File: src/rtl/spi_pkg.sv
// Shared types and constants for the SPI mode-1 master.
package spi_pkg;
  localparam int SPI_MIN_DIV    = 8;
  localparam int SPI_MAX_DIV    = 65535;
  localparam int SPI_FRAME_BITS = 8;

  typedef enum logic [2:0] {
    IDLE, SETUP, SCK_HI, SCK_LO, BURST_WAIT, HOLD, GAP
  } spi_mst_state_t;
endpackage

File: src/rtl/spi_master_if.sv
// Byte stream plus SPI pins of spi_master; master = the SPI controller side.
interface spi_master_if;
  logic [7:0] tx_data;
  logic       tx_valid;
  logic       tx_last;
  logic       tx_ready;
  logic [7:0] rx_data;
  logic       rx_valid;
  logic       busy;
  logic       sclk;
  logic       cs;
  logic       mosi;
  logic       miso;

  modport master (input  tx_data, tx_valid, tx_last, miso,
                  output tx_ready, rx_data, rx_valid, busy, sclk, cs, mosi);
  modport slave  (output tx_data, tx_valid, tx_last, miso,
                  input  tx_ready, rx_data, rx_valid, busy, sclk, cs, mosi);
endinterface

File: src/rtl/spi_half_period_timer.sv
// Loadable down-counter; expire is high while the count sits at zero.
module spi_half_period_timer #(
  parameter int WIDTH = 16
) (
  input  logic             clk,
  input  logic             rst,
  input  logic             load,
  input  logic [WIDTH-1:0] load_val,
  output logic             expire
);
  logic [WIDTH-1:0] cnt;

  always_ff @(posedge clk) begin
    if (rst)               cnt <= '0;
    else if (load)         cnt <= load_val;
    else if (cnt != '0)    cnt <= cnt - 1'b1;
  end

  assign expire = (cnt == '0);
endmodule

File: src/rtl/spi_master.sv
// SPI mode 1 (CPOL=0, CPHA=1) master, MSB first, 8-bit frames with CS-held bursts.
module spi_master
  import spi_pkg::*;
#(
  parameter int CLK_DIV = 50
) (
  input logic          clk,
  input logic          rst,
  spi_master_if.master bus
);
  if (CLK_DIV < SPI_MIN_DIV || CLK_DIV > SPI_MAX_DIV) begin : g_bad_div
    $error("spi_master: CLK_DIV=%0d outside [%0d,%0d]", CLK_DIV, SPI_MIN_DIV, SPI_MAX_DIV);
  end

  // Timer is loaded with N-1 so that each timed state lasts exactly N cycles.
  localparam logic [15:0] RELOAD = 16'(CLK_DIV - 1);

  spi_mst_state_t state;
  logic [7:0] tx_sh, rx_sh, rx_data_q;
  logic [2:0] bit_cnt;
  logic       last_q, cs_q, sclk_q, mosi_q, rx_valid_q;
  logic       miso_q1, miso_q2;
  logic       tmr_load, tmr_exp, accept;

  assign bus.tx_ready = (state == IDLE || state == BURST_WAIT) && !rst;
  assign bus.busy     = (state != IDLE);
  assign bus.cs       = cs_q;
  assign bus.sclk     = sclk_q;
  assign bus.mosi     = mosi_q;
  assign bus.rx_data  = rx_data_q;
  assign bus.rx_valid = rx_valid_q;
  assign accept       = bus.tx_valid && bus.tx_ready;

  always_comb begin
    tmr_load = 1'b0;
    case (state)
      IDLE, BURST_WAIT:            tmr_load = accept;
      SETUP, SCK_LO, SCK_HI, HOLD: tmr_load = tmr_exp;
      default:                     tmr_load = 1'b0;
    endcase
  end

  spi_half_period_timer #(.WIDTH(16)) u_tmr (
    .clk     (clk),
    .rst     (rst),
    .load    (tmr_load),
    .load_val(RELOAD),
    .expire  (tmr_exp)
  );

  // MISO is asynchronous to clk.
  always_ff @(posedge clk) begin
    if (rst) begin
      miso_q1 <= 1'b0;
      miso_q2 <= 1'b0;
    end else begin
      miso_q1 <= bus.miso;
      miso_q2 <= miso_q1;
    end
  end

  always_ff @(posedge clk) begin
    if (rst) begin
      state      <= IDLE;
      cs_q       <= 1'b1;
      sclk_q     <= 1'b0;
      mosi_q     <= 1'b0;
      rx_data_q  <= 8'h00;
      rx_valid_q <= 1'b0;
      tx_sh      <= 8'h00;
      rx_sh      <= 8'h00;
      bit_cnt    <= 3'd0;
      last_q     <= 1'b0;
    end else begin
      rx_valid_q <= 1'b0;
      case (state)
        IDLE: if (accept) begin
          tx_sh   <= bus.tx_data;
          last_q  <= bus.tx_last;
          bit_cnt <= 3'd0;
          cs_q    <= 1'b0;
          state   <= SETUP;
        end
        SETUP, SCK_LO: if (tmr_exp) begin
          sclk_q <= 1'b1;
          mosi_q <= tx_sh[7];
          state  <= SCK_HI;
        end
        SCK_HI: if (tmr_exp) begin
          sclk_q  <= 1'b0;
          rx_sh   <= {rx_sh[6:0], miso_q2};
          tx_sh   <= {tx_sh[6:0], 1'b0};
          bit_cnt <= bit_cnt + 3'd1;
          if (bit_cnt == 3'(SPI_FRAME_BITS - 1)) begin
            rx_data_q  <= {rx_sh[6:0], miso_q2};
            rx_valid_q <= 1'b1;
            state      <= last_q ? HOLD : BURST_WAIT;
          end else begin
            state <= SCK_LO;
          end
        end
        // SCK_LO after a burst accept keeps SCLK low for a full half period.
        BURST_WAIT: if (accept) begin
          tx_sh   <= bus.tx_data;
          last_q  <= bus.tx_last;
          bit_cnt <= 3'd0;
          state   <= SCK_LO;
        end
        HOLD: if (tmr_exp) begin
          cs_q   <= 1'b1;
          mosi_q <= 1'b0;
          state  <= GAP;
        end
        GAP: if (tmr_exp) state <= IDLE;
        default: state <= IDLE;
      endcase
    end
  end
endmodule

File: src/flat_wrapper.sv
// flat-port wrapper written by rule: the top's interface ports become plain ports
module spi_master_flat import spi_pkg::*;
#(
  parameter int CLK_DIV = 50
)
  (clk, rst, bus_tx_data, bus_tx_valid, bus_tx_last, bus_miso, bus_tx_ready, bus_rx_data, bus_rx_valid, bus_busy, bus_sclk, bus_cs, bus_mosi);
  spi_master_if bus_i ();
  input logic clk;
  input logic rst;
  input wire logic [$bits(bus_i.tx_data)-1:0] bus_tx_data;
  input wire logic [$bits(bus_i.tx_valid)-1:0] bus_tx_valid;
  input wire logic [$bits(bus_i.tx_last)-1:0] bus_tx_last;
  input wire logic [$bits(bus_i.miso)-1:0] bus_miso;
  output wire logic [$bits(bus_i.tx_ready)-1:0] bus_tx_ready;
  output wire logic [$bits(bus_i.rx_data)-1:0] bus_rx_data;
  output wire logic [$bits(bus_i.rx_valid)-1:0] bus_rx_valid;
  output wire logic [$bits(bus_i.busy)-1:0] bus_busy;
  output wire logic [$bits(bus_i.sclk)-1:0] bus_sclk;
  output wire logic [$bits(bus_i.cs)-1:0] bus_cs;
  output wire logic [$bits(bus_i.mosi)-1:0] bus_mosi;
  assign bus_i.tx_data = bus_tx_data;
  assign bus_i.tx_valid = bus_tx_valid;
  assign bus_i.tx_last = bus_tx_last;
  assign bus_i.miso = bus_miso;
  assign bus_tx_ready = bus_i.tx_ready;
  assign bus_rx_data = bus_i.rx_data;
  assign bus_rx_valid = bus_i.rx_valid;
  assign bus_busy = bus_i.busy;
  assign bus_sclk = bus_i.sclk;
  assign bus_cs = bus_i.cs;
  assign bus_mosi = bus_i.mosi;
  spi_master #(.CLK_DIV(CLK_DIV)) u_core (.clk(clk), .rst(rst), .bus(bus_i));
endmodule
File: config.mk
export PLATFORM = sky130hd
export DESIGN_NAME = spi_master_flat
export DESIGN_NICKNAME = d
export VERILOG_FILES = /design/src/rtl/spi_pkg.sv /design/src/rtl/spi_master_if.sv /design/src/rtl/spi_half_period_timer.sv /design/src/rtl/spi_master.sv /design/src/flat_wrapper.sv
export SDC_FILE = /design/constraint.sdc
export NUM_CORES = 1
export LEC_CHECK = 0
export CORE_AREA = 2 2 80 82
export DETAILED_ROUTE_END_ITERATION = 12
export DIE_AREA = 0 0 82 84
export GPL_TIMING_DRIVEN = 0
export HOLD_SLACK_MARGIN = 0.05
export RECOVER_POWER = 100
export SLEW_MARGIN = 20
export SYNTH_ARGS = -nofsm -noshare
export SYNTH_HDL_FRONTEND = slang
export SYNTH_HIERARCHICAL = 1
export SYNTH_SLANG_ARGS = --single-unit
File: constraint.sdc
create_clock -name clk -period 4.85 [get_ports clk]
set_input_delay 1.455 -clock clk [delete_from_list [all_inputs] [get_ports clk]]
set_output_delay 1.455 -clock clk [all_outputs]
set_load 0.1 [all_outputs]
[Yosys cells after proc, flatten, opt, wreduce, memory -nomap -nowiden]
Cells that the tools add are included.
Word-level totals
  logic and storage cells: 84
  bits in registers: 52
Operators by class
  reduce and logical (&&, ||, !) cells: 26
  $add $sub $neg: 2
  muxes and demuxes: 26
  eq/ne operators: 14
  bitwise operators: 2
Operators with widths (number)
  $mux 3: 9
  $pmux 3 s6: 1
  $logic_not 16->1: 1
  $mux 8: 2
  $pmux 8 s2: 1
  $reduce_bool 16->1: 1
  $sub 16x1->16 const B: 1
  $reduce_and 3->1: 5
  $ne 2x1->1 const B: 7
  $eq 3x3->1 const B: 4
  $mux 6: 2
  $reduce_bool 2->1: 5
  $pmux 1 s2: 4
  $eq 3x2->1 const B: 2
  $mux 1: 6
  $pmux 3 s2: 1
  $reduce_and 6->1: 1
  $reduce_or 2->1: 3
  $reduce_and 2->1: 2
  $reduce_or 4->1: 1
  $add 3x1->3 const B: 1
  $eq 3x1->1 const B: 1
  $logic_not 3->1: 1
  $reduce_bool 3->1: 1
  other kinds (5): 7

[Logic depth before layout (Yosys ltp)]
Gate-level depths: netlist of run 1.
  word-level depth: 6
  gate-level depth with buffers: 14
  mapped depth without buffers: 12

[Hierarchy]
Netlist of run 1, hierarchy kept.
Modules (own cells, without submodules)
  spi_master: area an instance 1654.1 um^2, instances 1, sequential area each 720.7 um^2, cells each 181
  spi_half_period_timer: area an instance 964.7 um^2, instances 1, sequential area each 320.3 um^2, cells each 116

[Least setup slack after synthesis of run 1]
Ideal clock, no wire load.
  path kind: in2out
  from: input rst
  to: output bus_tx_ready
  arrival: 3882 ps
  required time: 3395 ps
  stages on the path: 3
  path buffers: 2
  setup slack: -487 ps
  path through: buf_2 -> buf_1 -> nor3_1
On the way
  cells in the longest elaborated chain, start to end: 2
Ends and longest elaborated chain
  from (decl): line flat_wrapper.sv:9  | input logic rst;
  $logic_not 1->1: line spi_master.sv:25  | assign bus.tx_ready = (state == IDLE || state == BURST_WAIT) && !rst;
  $logic_and 1x1->1: line spi_master.sv:25
  to (decl): line flat_wrapper.sv:14  | output wire logic [$bits(bus_i.tx_ready)-1:0] bus_tx_ready;
Every way passes these cells.

[Worst setup path after layout of run 1]
Ends and elaborated chain as after synthesis.

==> insert_results.sql, run 1 <==
INSERT INTO impl_metrics (metric_group, metric, value, unit) VALUES
('status', 'outcome', 'finished, final reports clean', ''),
('cells_and_area', 'synthToLayoutAreaGrowth', '18.8', '%'),
('clock_tree', 'cts.reportedPaths.clkPinSlew', '0.10', 'ns'),
('setup_path', 'crit_start', 'rst', ''),
('route', 'route.vias.total', '2264', ''),
('power_and_ir_drop', 'p_leak', '1.10', 'nW'),
('clock_tree', 'clock-root-buffer', 'sky130_fd_sc_hd__clkbuf_8', ''),
('timing', 'timing.final.hold_violations', '0', ''),
('clock_tree', 'cts_tree', 'done', ''),
('timing', 'min_period_over_period', '95.1', '%'),
('placed_design', 'dpl.hpwl', '4110', 'um'),
('cells_and_area', 'commonest_cells_after_routing_fill_and_taps_aside', 'sky130_fd_sc_hd__dfxtp_1 (52), sky130_fd_sc_hd__nand2_1 (35), sky130_fd_sc_hd__a21oi_1 (30), sky130_fd_sc_hd__conb_1 (21)', ''),
('global_routing', 'grt-ovfl-total', '0', ''),
('logic_synthesis', 'ys_top_cells_by_area', 'sky130_fd_sc_hd__dfxtp_1 (40%), sky130_fd_sc_hd__a21oi_1 (5.7%), sky130_fd_sc_hd__nand2_1 (5.0%)', ''),
('setup_path', 'critical_path_class', 'input pin to primary output', ''),
('power_and_ir_drop', 'total_power', '1.54', 'mW'),
('setup_path', 'endpoint_of_the_worst_setup_timing_path', 'bus_tx_ready', ''),
('logic_synthesis', 'yosys_register_bits', '52', ''),
('placed_design', 'place.gp.congestion', '0.812', ''),
('global_routing', 'grt_first_pass_wirelength', '9650', 'um'),
('cells_and_area', 'layout.cell_area.non_filler', '3110', 'um^2'),
('timing', 'setup_viol', '0', ''),
('die', 'rows', '29', ''),
('logic_synthesis', 'yosys.cell_types.count', '61', ''),
('setup_path', 'worst_ep_arrival_time', '3.16', 'ns'),
('global_routing', 'grtUsageTotal', '17.9', '%'),
('logic_synthesis', 'synth-async-reset-ratio', '0', '%'),
('die', 'die-height', '84', 'um'),
('cells_and_area', 'antenna-diode-count', '0', ''),
('cells_and_area', 'sequential_cell_area', '1040', 'um^2'),
('die', 'initial_core_util', '43.0', '%'),
('setup_path', 'crit_path_end_kind', 'primary output', ''),
('die', 'io-pin-count', '27', ''),
('timing', 'finalWorstPathRequiredPeriod', '4.61', 'ns'),
('cells_and_area', 'layoutNonFillerInstCount', '426', ''),
('power_and_ir_drop', 'power_density', '496', 'nW/um^2'),
('cells_and_area', 'design.final.nets', '365', ''),
('clock_tree', 'post_cts_resized', '3', ''),
('cells_and_area', 'post_route_cells_drive_above_1_share', '9.74', '%'),
('logic_synthesis', 'synth.yosys.warnings', '6', ''),
('route', 'via_per_instance_ratio', '5.31', ''),
('setup_path', 'reg2reg_to', 'u_core/u_tmr/cnt[5]', ''),
('timing', 'finClkSkew', '0.00835', 'ns'),
('route', 'drt_first_pass_iters', '4', ''),
('clock_tree', 'clk_latency', '0.31', 'ns'),
('clock_tree', 'clock-sinks', '52', ''),
('logic_synthesis', 'synth_top_area_cell', 'sky130_fd_sc_hd__dfxtp_1', ''),
('timing', 'final_max_slew_viol_count', '0', ''),
('clock_tree', 'cts_hold_repair.buffers', '0', ''),
('timing', 'clock.fmax', '0.217', 'GHz'),
('setup_path', 'r2r_slack', '0.58', 'ns'),
('logic_synthesis', 'syn_area', '2620', 'um^2'),
('clock_tree', 'clock_tree.buffer_depth', '2', ''),
('min_path', 'min-delay-path-class', 'flop to flop', ''),
('timing', 'max_slew_margin', '34.2', '%'),
('die', 'die_w', '82', 'um'),
('die', 'placeableCoreArea', '6100', 'um^2'),
('clock_tree', 'setup_bufs_post_cts', '0', ''),
('route', 'drc_errors', '0', ''),
('die', 'die_area', '6890', 'um^2'),
('setup_path', 'critPathRequiredTime', '3.39', 'ns'),
('setup_path', 'timing.reg2reg.worst_path_depth', '13', ''),
('setup_path', 'critical_path.max_fanout', '19', ''),
('cells_and_area', 'multiInputGateArea', '1490', 'um^2'),
('timing', 'max_slew.worst_pin.slew', '0.984', 'ns'),
('logic_synthesis', 'yosys.area.top_type_share', '39.8', '%'),
('global_routing', 'grt_start_max_net_pins', '20', ''),
('placed_design', 'io_buffers', '26', ''),
('logic_synthesis', 'syn_inst', '297', ''),
('cells_and_area', 'layout_commonest_cell', 'sky130_fd_sc_hd__dfxtp_1', ''),
('logic_synthesis', 'synth_seq_area_share', '39.8', '%');
[synth_stat cells, drive strengths merged (3+ instances only)]
cell type	number
nor2	8
inv	6
nor3b	3
clkbuf	7
nand2	36
ha	4
xnor2	8
or3	3
dfxtp	52
a31oi	3
o21ai	14
a211oi	8
nand3	15
nand2b	4
nor2b	3
buf	14
or4	4
a21oi	30
nor4	4
o31ai	11
nor3	16
nand3b	3
mux2i	8
[per-layer routing]
metal / routed length, um / vias up / track usage, %
met2: 2850 / 34 / 29.4
met5: 0 / - / 0
met3: 162 / 5 / 3.57
li1: - / 1167 / -
met1: 2700 / 1058 / 23.5
met4: 56 / 0 / 5.00
[cells by family (layout without fill, tap and decap cells)]
kind of cell	after synthesis	count (layout)	share of synthesized area [%]
XOR/XNOR	9	9	3.01
flip-flops	52	52	39.8
other	2	21	0.287
AO/OA/AOI/OAI	83	83	21.0
adder cells (fa/ha/maj)	4	4	1.91
buffers and inverters	27	60	5.54
multiplexers	8	8	3.06
AND/OR/NAND/NOR	112	112	25.5
[through the flow]
step / setup TNS (ns) / setup WS (ns)
after CTS: 0 / 0.308
after global routing: 0 / 0.142
after floorplan: 0 / 0.372
final: 0 / 0.238
after global placement: -0.561 / -0.561
after detailed placement: -0.538 / -0.538
[cell type report]
type / instances / share of cell area [%]
multi-input combinational: 237 / 48.0
sequential: 52 / 33.5
timing repair buffer: 26 / 8.40
buffer: 20 / 3.30
tap: 77 / 3.10
clock buffer: 5 / 2.21
clock inverter: 3 / 0.804
inverter: 6 / 0.724
[worst min path at each step]
stage	cells after the start	endpoint	from	slack (ns)
finish	1	u_core/miso_q2	u_core/miso_q1	0.46
global route	1	u_core/miso_q2	u_core/miso_q1	0.48
CTS	1	u_core/miso_q2	u_core/miso_q1	0.46
detailed placement	1	u_core/miso_q2	u_core/miso_q1	0.44
global placement	1	u_core/miso_q2	u_core/miso_q1	0.43
floorplan	1	u_core/miso_q2	u_core/miso_q1	0.41
[power by group]
group          internal [mW]  leakage, nW  switching (mW)
registers              0.503        0.424          0.0807
logic                  0.298        0.632           0.398
clock network          0.106       0.0452           0.157
total                  0.907         1.10           0.636
[critical path: stages]
cell and delay (ns):
sky130_fd_sc_hd__dlygate4sd3_1 0.65, sky130_fd_sc_hd__buf_2 0.30, sky130_fd_sc_hd__nor3_2 0.17, sky130_fd_sc_hd__clkdlybuf4s15_2 0.58
[flip-flops by register name, indices dropped and copies added, names as in the netlist]
| name | flops |
|---|---|
| u_core/u_tmr/cnt | 16 |
| u_core/rx_sh | 7 |
| u_core/bus.rx_data | 8 |
| u_core/bus.mosi | 1 |
| u_core/miso_q2 | 1 |
| u_core/last_q | 1 |
| u_core/tx_sh | 8 |
| u_core/bus.cs | 1 |
| u_core/bus.sclk | 1 |
| u_core/bus.rx_valid | 1 |
| u_core/miso_q1 | 1 |
| u_core/state | 3 |
| u_core/bit_cnt | 3 |
Note: power is estimated with default switching activity, not from simulation.
==> run 2, diff against run 1 <==
CELL_PAD_IN_SITES_DETAIL_PLACEMENT = 1   (was not set)
CELL_PAD_IN_SITES_GLOBAL_PLACEMENT = 1   (was not set)
CORE_AREA = 2 2 82 84   (was 2 2 80 82)
DIE_AREA = 0 0 84 86   (was 0 0 82 84)
PLACE_DENSITY_LB_ADDON = 0.1   (was not set)
RECOVER_POWER = 25   (was 100)
==> run 2 against run 1 <==
  * Hold slack worse by 0.0039 ns
  * Final cell count stayed put
  * Via count is 2.1% higher
  * Fmax is 0.33% higher
  * Register-to-register slack better by 0.06 ns
  * Flip-flop and latch count stayed put
  * Clock-buffer cell count stayed put
  * Wire length is 12% higher
  * Highest routed layer unchanged
==> insert_results.sql, run 2 (synthesis gave the netlist of run 1 again) <==
INSERT INTO impl_metrics (metric_group, metric, value, unit) VALUES
('status', 'outcome', 'finished, final reports clean', ''),
('cells_and_area', 'synthToLayoutAreaGrowth', '19.4', '%'),
('clock_tree', 'cts-buffers-inserted', '5', ''),
('setup_path', 'cpPeakStageDelay', '0.71', 'ns'),
('min_path', 'min-delay-path-class', 'flop to flop', ''),
('clock_tree', 'cts_tree', 'done', ''),
('cells_and_area', 'design.final.nets', '365', ''),
('power_and_ir_drop', 'total_power', '1.59', 'mW'),
('setup_path', 'startpoint_type', 'input pin', ''),
('clock_tree', 'clock_tree.buffer_depth', '2', ''),
('die', 'io-pin-count', '27', ''),
('route', 'detailedRoute.firstIterationViolations', '77', ''),
('placed_design', 'placement.setup.worst_slack', '-0.552', 'ns'),
('global_routing', 'grt_antenna_before_repair', '0', ''),
('cells_and_area', 'fillers', '774', ''),
('die', 'die_w', '84', 'um'),
('timing', 'max_slew.worst_pin.slew', '0.984', 'ns'),
('cells_and_area', 'antenna-diode-count', '0', ''),
('global_routing', 'via_count_of_the_first_global_routing_pass', '2341', ''),
('timing', 'max_slew_margin', '34.2', '%'),
('setup_path', 'worst_ep_arrival_time', '3.14', 'ns'),
('timing', 'min_period_over_period', '94.8', '%'),
('flow_run', 'cap_viol_max_count', '0', ''),
('setup_path', 'critical_path.max_fanout', '19', ''),
('setup_path', 'crit_slowest_cell', 'sky130_fd_sc_hd__dlygate4sd3_1', ''),
('die', 'die-height', '86', 'um'),
('route', 'via_per_instance_ratio', '5.43', ''),
('clock_tree', 'clock-root-buffer', 'sky130_fd_sc_hd__clkbuf_8', ''),
('route', 'drt_first_pass_iters', '4', ''),
('placed_design', 'io_buffers', '26', ''),
('power_and_ir_drop', 'power.clock.fraction', '17.2', '%'),
('timing', 'final_max_slew_viol_count', '0', ''),
('timing', 'finClkSkew', '0.0106', 'ns'),
('route', 'detail_route.wl_per_cell', '15.2', 'um'),
('power_and_ir_drop', 'power_density', '507', 'nW/um^2'),
('placed_design', 'place.gp.congestion', '0.784', ''),
('power_and_ir_drop', 'power_report.internal_total', '0.913', 'mW'),
('clock_tree', 'clock-sinks', '52', ''),
('global_routing', 'grt_start_max_net_pins', '20', ''),
('setup_path', 'cp.buffers_inverters', '3', ''),
('die', 'die_area', '7220', 'um^2'),
('clock_tree', 'cts.reportedPaths.clkPinSlew', '0.11', 'ns'),
('power_and_ir_drop', 'switchingPower', '0.674', 'mW'),
('timing', 'finalHoldWorstSlack', '0.454', 'ns'),
('route', 'postRouteAntennaNets', '0', ''),
('cells_and_area', 'commonest_cells_after_routing_fill_and_taps_aside', 'sky130_fd_sc_hd__dfxtp_1 (52), sky130_fd_sc_hd__nand2_1 (36), sky130_fd_sc_hd__a21oi_1 (30), sky130_fd_sc_hd__clkdlybuf4s50_1 (24), sky130_fd_sc_hd__conb_1 (21)', ''),
('cells_and_area', 'post_route_cells_drive_above_1_share', '10.0', '%'),
('cells_and_area', 'layout_commonest_cell', 'sky130_fd_sc_hd__dfxtp_1', ''),
('clock_tree', 'setup_bufs_post_cts', '0', ''),
('global_routing', 'grtUsageTotal', '19.0', '%'),
('power_and_ir_drop', 'seqPwrFrac', '37.1', '%'),
('die', 'placeableCoreArea', '6280', 'um^2'),
('cells_and_area', 'max_flop_register', 'u_core/u_tmr/cnt', ''),
('placed_design', 'dpl.hpwl', '4840', 'um'),
('power_and_ir_drop', 'p_leak', '1.07', 'nW'),
('power_and_ir_drop', 'power.switching_fraction', '42.5', '%'),
('setup_path', 'critical-path-top-delay-family', 'buffers and inverters', ''),
('clock_tree', 'clk_latency', '0.33', 'ns'),
('setup_path', 'timing.critical_path.cells', 'dlygate4sd3_1, buf_2, nor3_2, clkdlybuf4s15_2', ''),
('timing', 'setup_viol', '0', ''),
('route', 'detail_route.wirelength', '6470', 'um'),
('timing', 'timing.final.hold_violations', '0', ''),
('timing', 'clock.fmax', '0.218', 'GHz'),
('power_and_ir_drop', 'p_comb_share', '45.8', '%'),
('timing', 'fin_ws', '0.253', 'ns'),
('global_routing', 'grt-ovfl-total', '0', ''),
('timing', 'finalWorstPathRequiredPeriod', '4.60', 'ns'),
('setup_path', 'critPathRequiredTime', '3.39', 'ns'),
('cells_and_area', 'largest_register_ffs', '16', ''),
('die', 'initial_core_util', '41.7', '%'),
('power_and_ir_drop', 'maximum_vdd_drop', '0.273', 'mV'),
('timing', 'rsz0062_at_grt', 'no', ''),
('clock_tree', 'cts-htree-levels', '2', ''),
('die', 'rows', '29', ''),
('route', 'drc_errors', '0', ''),
('route', 'route.vias.total', '2312', ''),
('setup_path', 'critical_path_class', 'input pin to primary output', ''),
('setup_path', 'crit_path_end_kind', 'primary output', ''),
('global_routing', 'grt_first_pass_wirelength', '11100', 'um');
## run 2: final cells by class
cell class / count / area [um^2] / share of cell area [%]
Buffer: 20 / 110 / 3.52
Clock buffer: 5 / 68.8 / 2.20
Clock inverter: 3 / 25.0 / 0.800
Inverter: 6 / 22.5 / 0.720
Multi-Input combinational cell: 237 / 1500 / 48.0
Sequential cell: 52 / 1040 / 33.3
Tap cell: 77 / 96.3 / 3.08
Timing Repair Buffer: 26 / 262 / 8.36
## run 2: final timing paths
kind                       startpoint                  end  slack [ns]  cells after the start
setup / recovery                  rst         bus_tx_ready        0.25                      4
hold / removal         u_core/miso_q1       u_core/miso_q2        0.45                      1
setup reg to reg  u_core/u_tmr/cnt[0]  u_core/u_tmr/cnt[5]        0.64                     13
hold reg to reg        u_core/miso_q1       u_core/miso_q2        0.45                      1
## run 2: per-layer routing
| metal | vias up | wire [um] | GRT usage, % |
|---|---|---|---|
| li1 | 1171 | - | - |
| met1 | 1111 | 3000 | 22.5 |
| met2 | 23 | 3240 | 34.5 |
| met3 | 7 | 143 | 3.66 |
| met4 | 0 | 74 | 6.16 |
| met5 | - | 0 | 0 |
## run 2: stage by stage
stage,area [um^2],util [%],instances,setup TNS [ns]
6_report,3130,49.8,426,0
5_1_grt,3130,49.8,426,0
4_1_cts,3140,50.1,426,0
3_5_place_dp,3050,48.6,419,-0.552
3_3_place_gp,3050,48.6,419,-0.538
2_1_floorplan,2700,-,316,0
## run 2: power by group through the flow
stage          logic, mW  registers [mW]  clock network, mW
2_1_floorplan      0.570           0.596                  0
3_3_place_gp       0.723           0.591                  0
3_5_place_dp       0.736           0.595                  0
4_1_cts            0.741           0.587              0.278
5_1_grt            0.799           0.600              0.298
6_report           0.727           0.588              0.272
## run 2: timing repair
| action | in CTS | in global routing |
|---|---|---|
| hold buffers | 0 | 0 |
| gates resized for setup | 3 | 0 |
| endpoints found under the setup margin | 1 | 0 |
